==> src/rtl/processor_pkg.sv <==
// Shared processor definitions: fetch state encoding, NOP and branch opcodes,
// and field widths used by the fetch stage and the hazard unit.
package processor_pkg;

  typedef enum logic [1:0] {
    ST_RUN      = 2'd0,
    ST_STALLED  = 2'd1,
    ST_FLUSHING = 2'd2
  } fetch_state_e;

  localparam logic [15:0] NOP_ENC       = 16'h0000;
  localparam logic [3:0]  BRANCH_OPCODE = 4'b1011;
  localparam int          OPCODE_W      = 4;
  localparam int          BUBBLE_W      = 2;

endpackage

==> src/rtl/fetch_bubble_counter.sv <==
// Post-flush bubble countdown: loaded on a flush, decremented per bubble edge,
// paused otherwise. done means the current decrement reaches zero.
module fetch_bubble_counter #(
  parameter int CNT_W = 2
) (
  input  logic             clock,
  input  logic             reset,
  input  logic             load,
  input  logic [CNT_W-1:0] load_val,
  input  logic             dec,
  output logic             done
);

  logic [CNT_W-1:0] cnt_q, cnt_d;

  always_comb begin
    // NOTE: default assignment first so no path leaves cnt_d unassigned (no latch).
    cnt_d = cnt_q;
    if (load) begin
      cnt_d = load_val;
    end else if (dec && (cnt_q != '0)) begin
      cnt_d = cnt_q - CNT_W'(1);
    end
  end

  // NOTE: state flops use non-blocking assignment so all updates see pre-edge values.
  always_ff @(posedge clock or posedge reset) begin
    if (reset) cnt_q <= '0;
    else       cnt_q <= cnt_d;
  end

  assign done = (cnt_q <= CNT_W'(1));

endmodule

==> src/rtl/fetch_stage_register.sv <==
// PC register plus IF/ID pipeline register with stall hold, flush redirect and
// NOP bubbles. Define FETCH_PERF_COUNTERS_EN to add saturating stall/flush counters.
module fetch_stage_register
  import processor_pkg::*;
#(
  parameter int                 DATA_W       = 16,
  parameter logic [DATA_W-1:0]  PC_RESET     = '0,
  parameter int                 PC_STEP      = 2,
  parameter int                 FLUSH_CYCLES = 1,
  parameter logic [DATA_W-1:0]  NOP_INST     = DATA_W'(NOP_ENC)
) (
  input  logic              clock,
  input  logic              reset,
  input  logic              stall_n,
  input  logic              flush,
  input  logic [DATA_W-1:0] branch_target,
  output logic [DATA_W-1:0] imem_addr,
  input  logic [DATA_W-1:0] imem_data,
  output logic [DATA_W-1:0] if_pc,
  output logic [DATA_W-1:0] if_inst,
  output logic [3:0]        if_opcode,
  output logic              if_valid
`ifdef FETCH_PERF_COUNTERS_EN
  ,
  output logic [15:0]       stall_count,
  output logic [15:0]       flush_count
`endif
);

  fetch_state_e      state_q, state_d;
  logic [DATA_W-1:0] pc_q, pc_d;
  logic [DATA_W-1:0] if_pc_q, if_pc_d;
  logic [DATA_W-1:0] if_inst_q, if_inst_d;
  logic              if_valid_q, if_valid_d;
  logic              bub_load, bub_dec, bub_done;

  fetch_bubble_counter #(.CNT_W(BUBBLE_W)) u_bubble (
    .clock    (clock),
    .reset    (reset),
    .load     (bub_load),
    .load_val (BUBBLE_W'(FLUSH_CYCLES - 1)),
    .dec      (bub_dec),
    .done     (bub_done)
  );

  // Priority: flush > stall > advance.
  always_comb begin
    state_d    = state_q;
    pc_d       = pc_q;
    if_pc_d    = if_pc_q;
    if_inst_d  = if_inst_q;
    if_valid_d = if_valid_q;
    bub_load   = 1'b0;
    bub_dec    = 1'b0;
    if (flush) begin
      pc_d       = branch_target;
      if_pc_d    = '0;
      if_inst_d  = NOP_INST;
      if_valid_d = 1'b0;
      bub_load   = 1'b1;
      state_d    = (FLUSH_CYCLES > 1) ? ST_FLUSHING : ST_RUN;
    end else if (!stall_n) begin
      state_d = ST_STALLED;
    end else if (state_q == ST_FLUSHING) begin
      if_inst_d  = NOP_INST;
      if_valid_d = 1'b0;
      bub_dec    = 1'b1;
      if (bub_done) state_d = ST_RUN;
    end else begin
      if_inst_d  = imem_data;
      if_pc_d    = pc_q;
      if_valid_d = 1'b1;
      pc_d       = pc_q + DATA_W'(PC_STEP);
      state_d    = ST_RUN;
    end
  end

  always_ff @(posedge clock or posedge reset) begin
    if (reset) begin
      state_q    <= ST_RUN;
      pc_q       <= PC_RESET;
      if_pc_q    <= '0;
      if_inst_q  <= NOP_INST;
      if_valid_q <= 1'b0;
    end else begin
      state_q    <= state_d;
      pc_q       <= pc_d;
      if_pc_q    <= if_pc_d;
      if_inst_q  <= if_inst_d;
      if_valid_q <= if_valid_d;
    end
  end

  assign imem_addr = pc_q;
  assign if_pc     = if_pc_q;
  assign if_inst   = if_inst_q;
  assign if_valid  = if_valid_q;
  assign if_opcode = if_inst_q[DATA_W-1 -: OPCODE_W];

`ifdef FETCH_PERF_COUNTERS_EN
  logic [15:0] stall_cnt_q, stall_cnt_d;
  logic [15:0] flush_cnt_q, flush_cnt_d;

  always_comb begin
    stall_cnt_d = stall_cnt_q;
    flush_cnt_d = flush_cnt_q;
    if (!flush && !stall_n && (stall_cnt_q != 16'hFFFF)) stall_cnt_d = stall_cnt_q + 16'd1;
    if (flush && (flush_cnt_q != 16'hFFFF))              flush_cnt_d = flush_cnt_q + 16'd1;
  end

  always_ff @(posedge clock or posedge reset) begin
    if (reset) begin
      stall_cnt_q <= '0;
      flush_cnt_q <= '0;
    end else begin
      stall_cnt_q <= stall_cnt_d;
      flush_cnt_q <= flush_cnt_d;
    end
  end

  assign stall_count = stall_cnt_q;
  assign flush_count = flush_cnt_q;
`endif

endmodule

==> config.mk <==
export PLATFORM = sky130hd
export DESIGN_NAME = fetch_stage_register
export DESIGN_NICKNAME = d
export VERILOG_FILES = /design/src/rtl/processor_pkg.sv /design/src/rtl/fetch_bubble_counter.sv /design/src/rtl/fetch_stage_register.sv
export SDC_FILE = /design/constraint.sdc
export NUM_CORES = 1
export LEC_CHECK = 0
export CORE_MARGIN = 10
export CORE_UTILIZATION = 47
export CTS_CLUSTER_SIZE = 25
export DETAILED_ROUTE_END_ITERATION = 7
export GPL_TIMING_DRIVEN = 0
export PLACE_DENSITY = 0.95
export SETUP_SLACK_MARGIN = 0.3
export SYNTH_ARGS = -nofsm -noshare
export SYNTH_HDL_FRONTEND = slang
export SYNTH_HIERARCHICAL = 1
export SYNTH_SLANG_ARGS = --single-unit
==> constraint.sdc <==
create_clock -name clock -period 4.6 [get_ports clock]
set_clock_uncertainty 0.2 [all_clocks]
set_input_delay 0.92 -clock clock [delete_from_list [all_inputs] [get_ports clock]]
set_output_delay 0.92 -clock clock [all_outputs]
set_load 0.02 [all_outputs]
==> impl_metrics.tcl <==
set metrics [dict create \
    status "complete, no violations" \
    crit_path_max_incr_delay_ns 0.70 \
    ctsHoldBuffers 0 \
    die_w_um 89.4 \
    synth_top_family_by_area "simple AND/OR/NAND/NOR gates" \
    cp-start-kind "flop" \
    clk_latency_ns 0.30 \
    cts_buffer_depth 2 \
    viasPerCell 5.26 \
    hold_viol 0 \
    end_kind "output port" \
    clock-root-buffer "clkbuf_8" \
    placed_cells 351 \
    antenna_found_initial 0 \
    rows 25 \
    holdWs_ns 0.334 \
    synth_cell_types 29 \
    synth_mux_area_share_pct 15.1 \
    drcViolationCount 0 \
    synthAdderAreaFrac_pct 0.553 \
    tns_ns 0 \
    diodes 0 \
    dr_total_vias 1887 \
    clockPowerShare_pct 30.1 \
    cts_tree "done" \
    place.gp.congestion 0.783 \
    max-cap-violations 0 \
    yosys.area_share.simple_pct 17.2 \
    pin_count 89 \
    p_sw_share_pct 28.2 \
    rsz0062_at_grt "false" \
    synth_xor_area_share_pct 4.26 \
    cp_num_buf_inv 1 \
    min_path_type "reg -> reg" \
    route.final.wire_length_um 6200 \
    relSlewSlack_pct 65.3 \
    grt_use_total_pct 15.8 \
    powerDensity_mw_per_mm2 318 \
    cts.sinks 49 \
    start_util_pct 48.2 \
    dpl.hpwl_um 4930 \
    yosysSeqAreaShare_pct 54.2 \
    p_int_mw 0.764 \
    core_region_area_sq_mm 0.00469 \
    sequentialPowerShare_pct 46.8 \
    cts.repair.resized 0 \
    crit_required_ns 3.48 \
    cts_buffers 5 \
    grt_max_degree 31 \
    die_y_um 89.4 \
    grt_overflow 0 \
    syn-num-nets 245 \
    p_leak_nw 1.52 \
    worstPathCellList "clkdlybuf4s50_1" \
    layout_common_cells "clkdlybuf4s50_1, dfrtp_1, nor2_1, mux2i_1, nand2_1" \
    worstPathMaxFanout 7 \
    syn_inst 208 \
    postCtsSetupBuffers 0 \
    setup_viol 0 \
    grt_pass1_wl_um 9910 \
    worstSetupPathType "reg -> out" \
    tightest_slew_ns 0.521 \
    power_switching_mw 0.301 \
    fmax_ghz 0.380 \
    design.die.area_sq_mm 0.00798 \
    setup_ws_ns 1.97 \
    cts.htree.levels 2 \
    synth_compound_area_share_pct 4.21 \
    area_delta_synth_final_pct 48.1 \
    critPathTopFamily "buffers and inverters" \
    syn_area_per_cell_sq_um 10.9 \
    critPathSlowestCell "clkdlybuf4s50_1" \
    dr.pass1.iters 4 \
    pre_cts_ws_ns 1.93 \
    routedWlPerCell_um 17.3 \
    finalCritPeriodShare_pct 57.2 \
    drv_slew 0 \
    stdcell_count 359 \
    period_minus_slack_ns 2.63 \
    ir_drop_uv 217 \
    ys_seq_elements 49 \
    drt-initial-drc-count 109 \
    ant_nets 0 \
    cts.clk_slew.worst_paths_ns 0.09 \
    yosys_warnings 6 \
    drive_above_1_share_pct 9.18 \
    fin_nets 341 \
    syn_area_sq_mm 0.00226 \
    grt_pass1_vias 1919 \
    arrival_ns 1.51 \
    portBuffers 88 \
    pwr-share-comb_pct 23.1 \
    final_common_cell "clkdlybuf4s50_1" \
]
## kinds of logic (layout without fill, tap and decap cells)
logic type | after synthesis | count (layout)
adders and majority gates | 1 | 1
muxes | 34 | 34
AOI/OAI and AO/OA | 15 | 15
xor gates and xnor gates | 11 | 11
and+or+nand+nor | 79 | 79
buffers and inverters | 19 | 116
DFF | 49 | 49
## area by class of cell
cell class                 count  area, sq um
tap                           54         67.6
sequential                    49         1230
clock inverter                 2         37.5
multi-input combinational    140          935
timing repair buffer          89          901
inverter                       4         15.0
fill                         365         1340
clock buffer                   6         82.6
buffer                        15         85.1
## metrics by stage
step           area [sq um]  power [mW]  utilization [%]
2_1_floorplan          2260       0.625                -
3_3_place_gp           3210       0.744             68.4
3_5_place_dp           3230       0.756             68.8
4_1_cts                3350        1.07             71.4
5_1_grt                3350        1.11             71.4
6_report               3350        1.07             71.4
## state kept, by name (all words and copies together) (netlist names)
name       count
if_inst       16
if_pc         16
if_valid       1
imem_addr     16
## power by group through the flow
stage | clock (mW) | combinational [mW] | sequential (mW)
after CTS | 0.326 | 0.250 | 0.498
after floorplan | 0 | 0.0844 | 0.540
after global placement | 0 | 0.240 | 0.504
after detailed placement | 0 | 0.249 | 0.507
final | 0.320 | 0.246 | 0.498
after global routing | 0.345 | 0.266 | 0.504
## Yosys cell counts (all sizes together)
cell type | n | area share (%)
dfrtp | 49 | 54
nor2 | 39 | 6.5
mux2i | 33 | 15
nand2 | 18 | 3.1
o21ai | 12 | 3.0
buf | 11 | 3.1
nand3 | 11 | 3.0
xnor2 | 6 | 2.3
xor2 | 5 | 1.9
clkbuf | 4 | 0.66
inv | 4 | 0.66
nand4 | 4 | 1.1
a211o | 2 | 0.77
and3 | 2 | 0.77
and4 | 2 | 0.89
nor3 | 2 | 0.94
a311o | 1 | 0.44
ha | 1 | 0.55
mux2 | 1 | 0.50
nor4 | 1 | 0.94
## per-layer routing
layer	wire [um]	up-vias	track usage, %
li1	-	889	-
met1	2550	920	19.0
met2	3040	72	27.3
met3	569	6	4.65
met4	46	0	3.03
met5	0	-	0
## worst paths after layout
kind / start / depth (start not counted) / slack (ns) / end
max in group asynchronous: reset / 3 / 2.93 / if_inst[1]
worst min register to register: if_pc[3] / 2 / 0.33 / if_pc[3]
worst max register to register: imem_addr[1] / 5 / 2.84 / imem_addr[7]
min in group asynchronous: reset / 2 / 0.75 / if_inst[14]
worst max-delay path: imem_addr[5] / 1 / 1.97 / imem_addr[5]
worst min-delay path: if_pc[3] / 2 / 0.33 / if_pc[3]
## worst reg2reg max path, stage by stage, from the launching register on
cell	delay [ns]
dfrtp_1	0.49
ha_1	0.25
and4_1	0.31
nand3_1	0.12
xor2_1	0.19
o21ai_1	0.08
No activity file was read; power rests on OpenSTA's default activity.
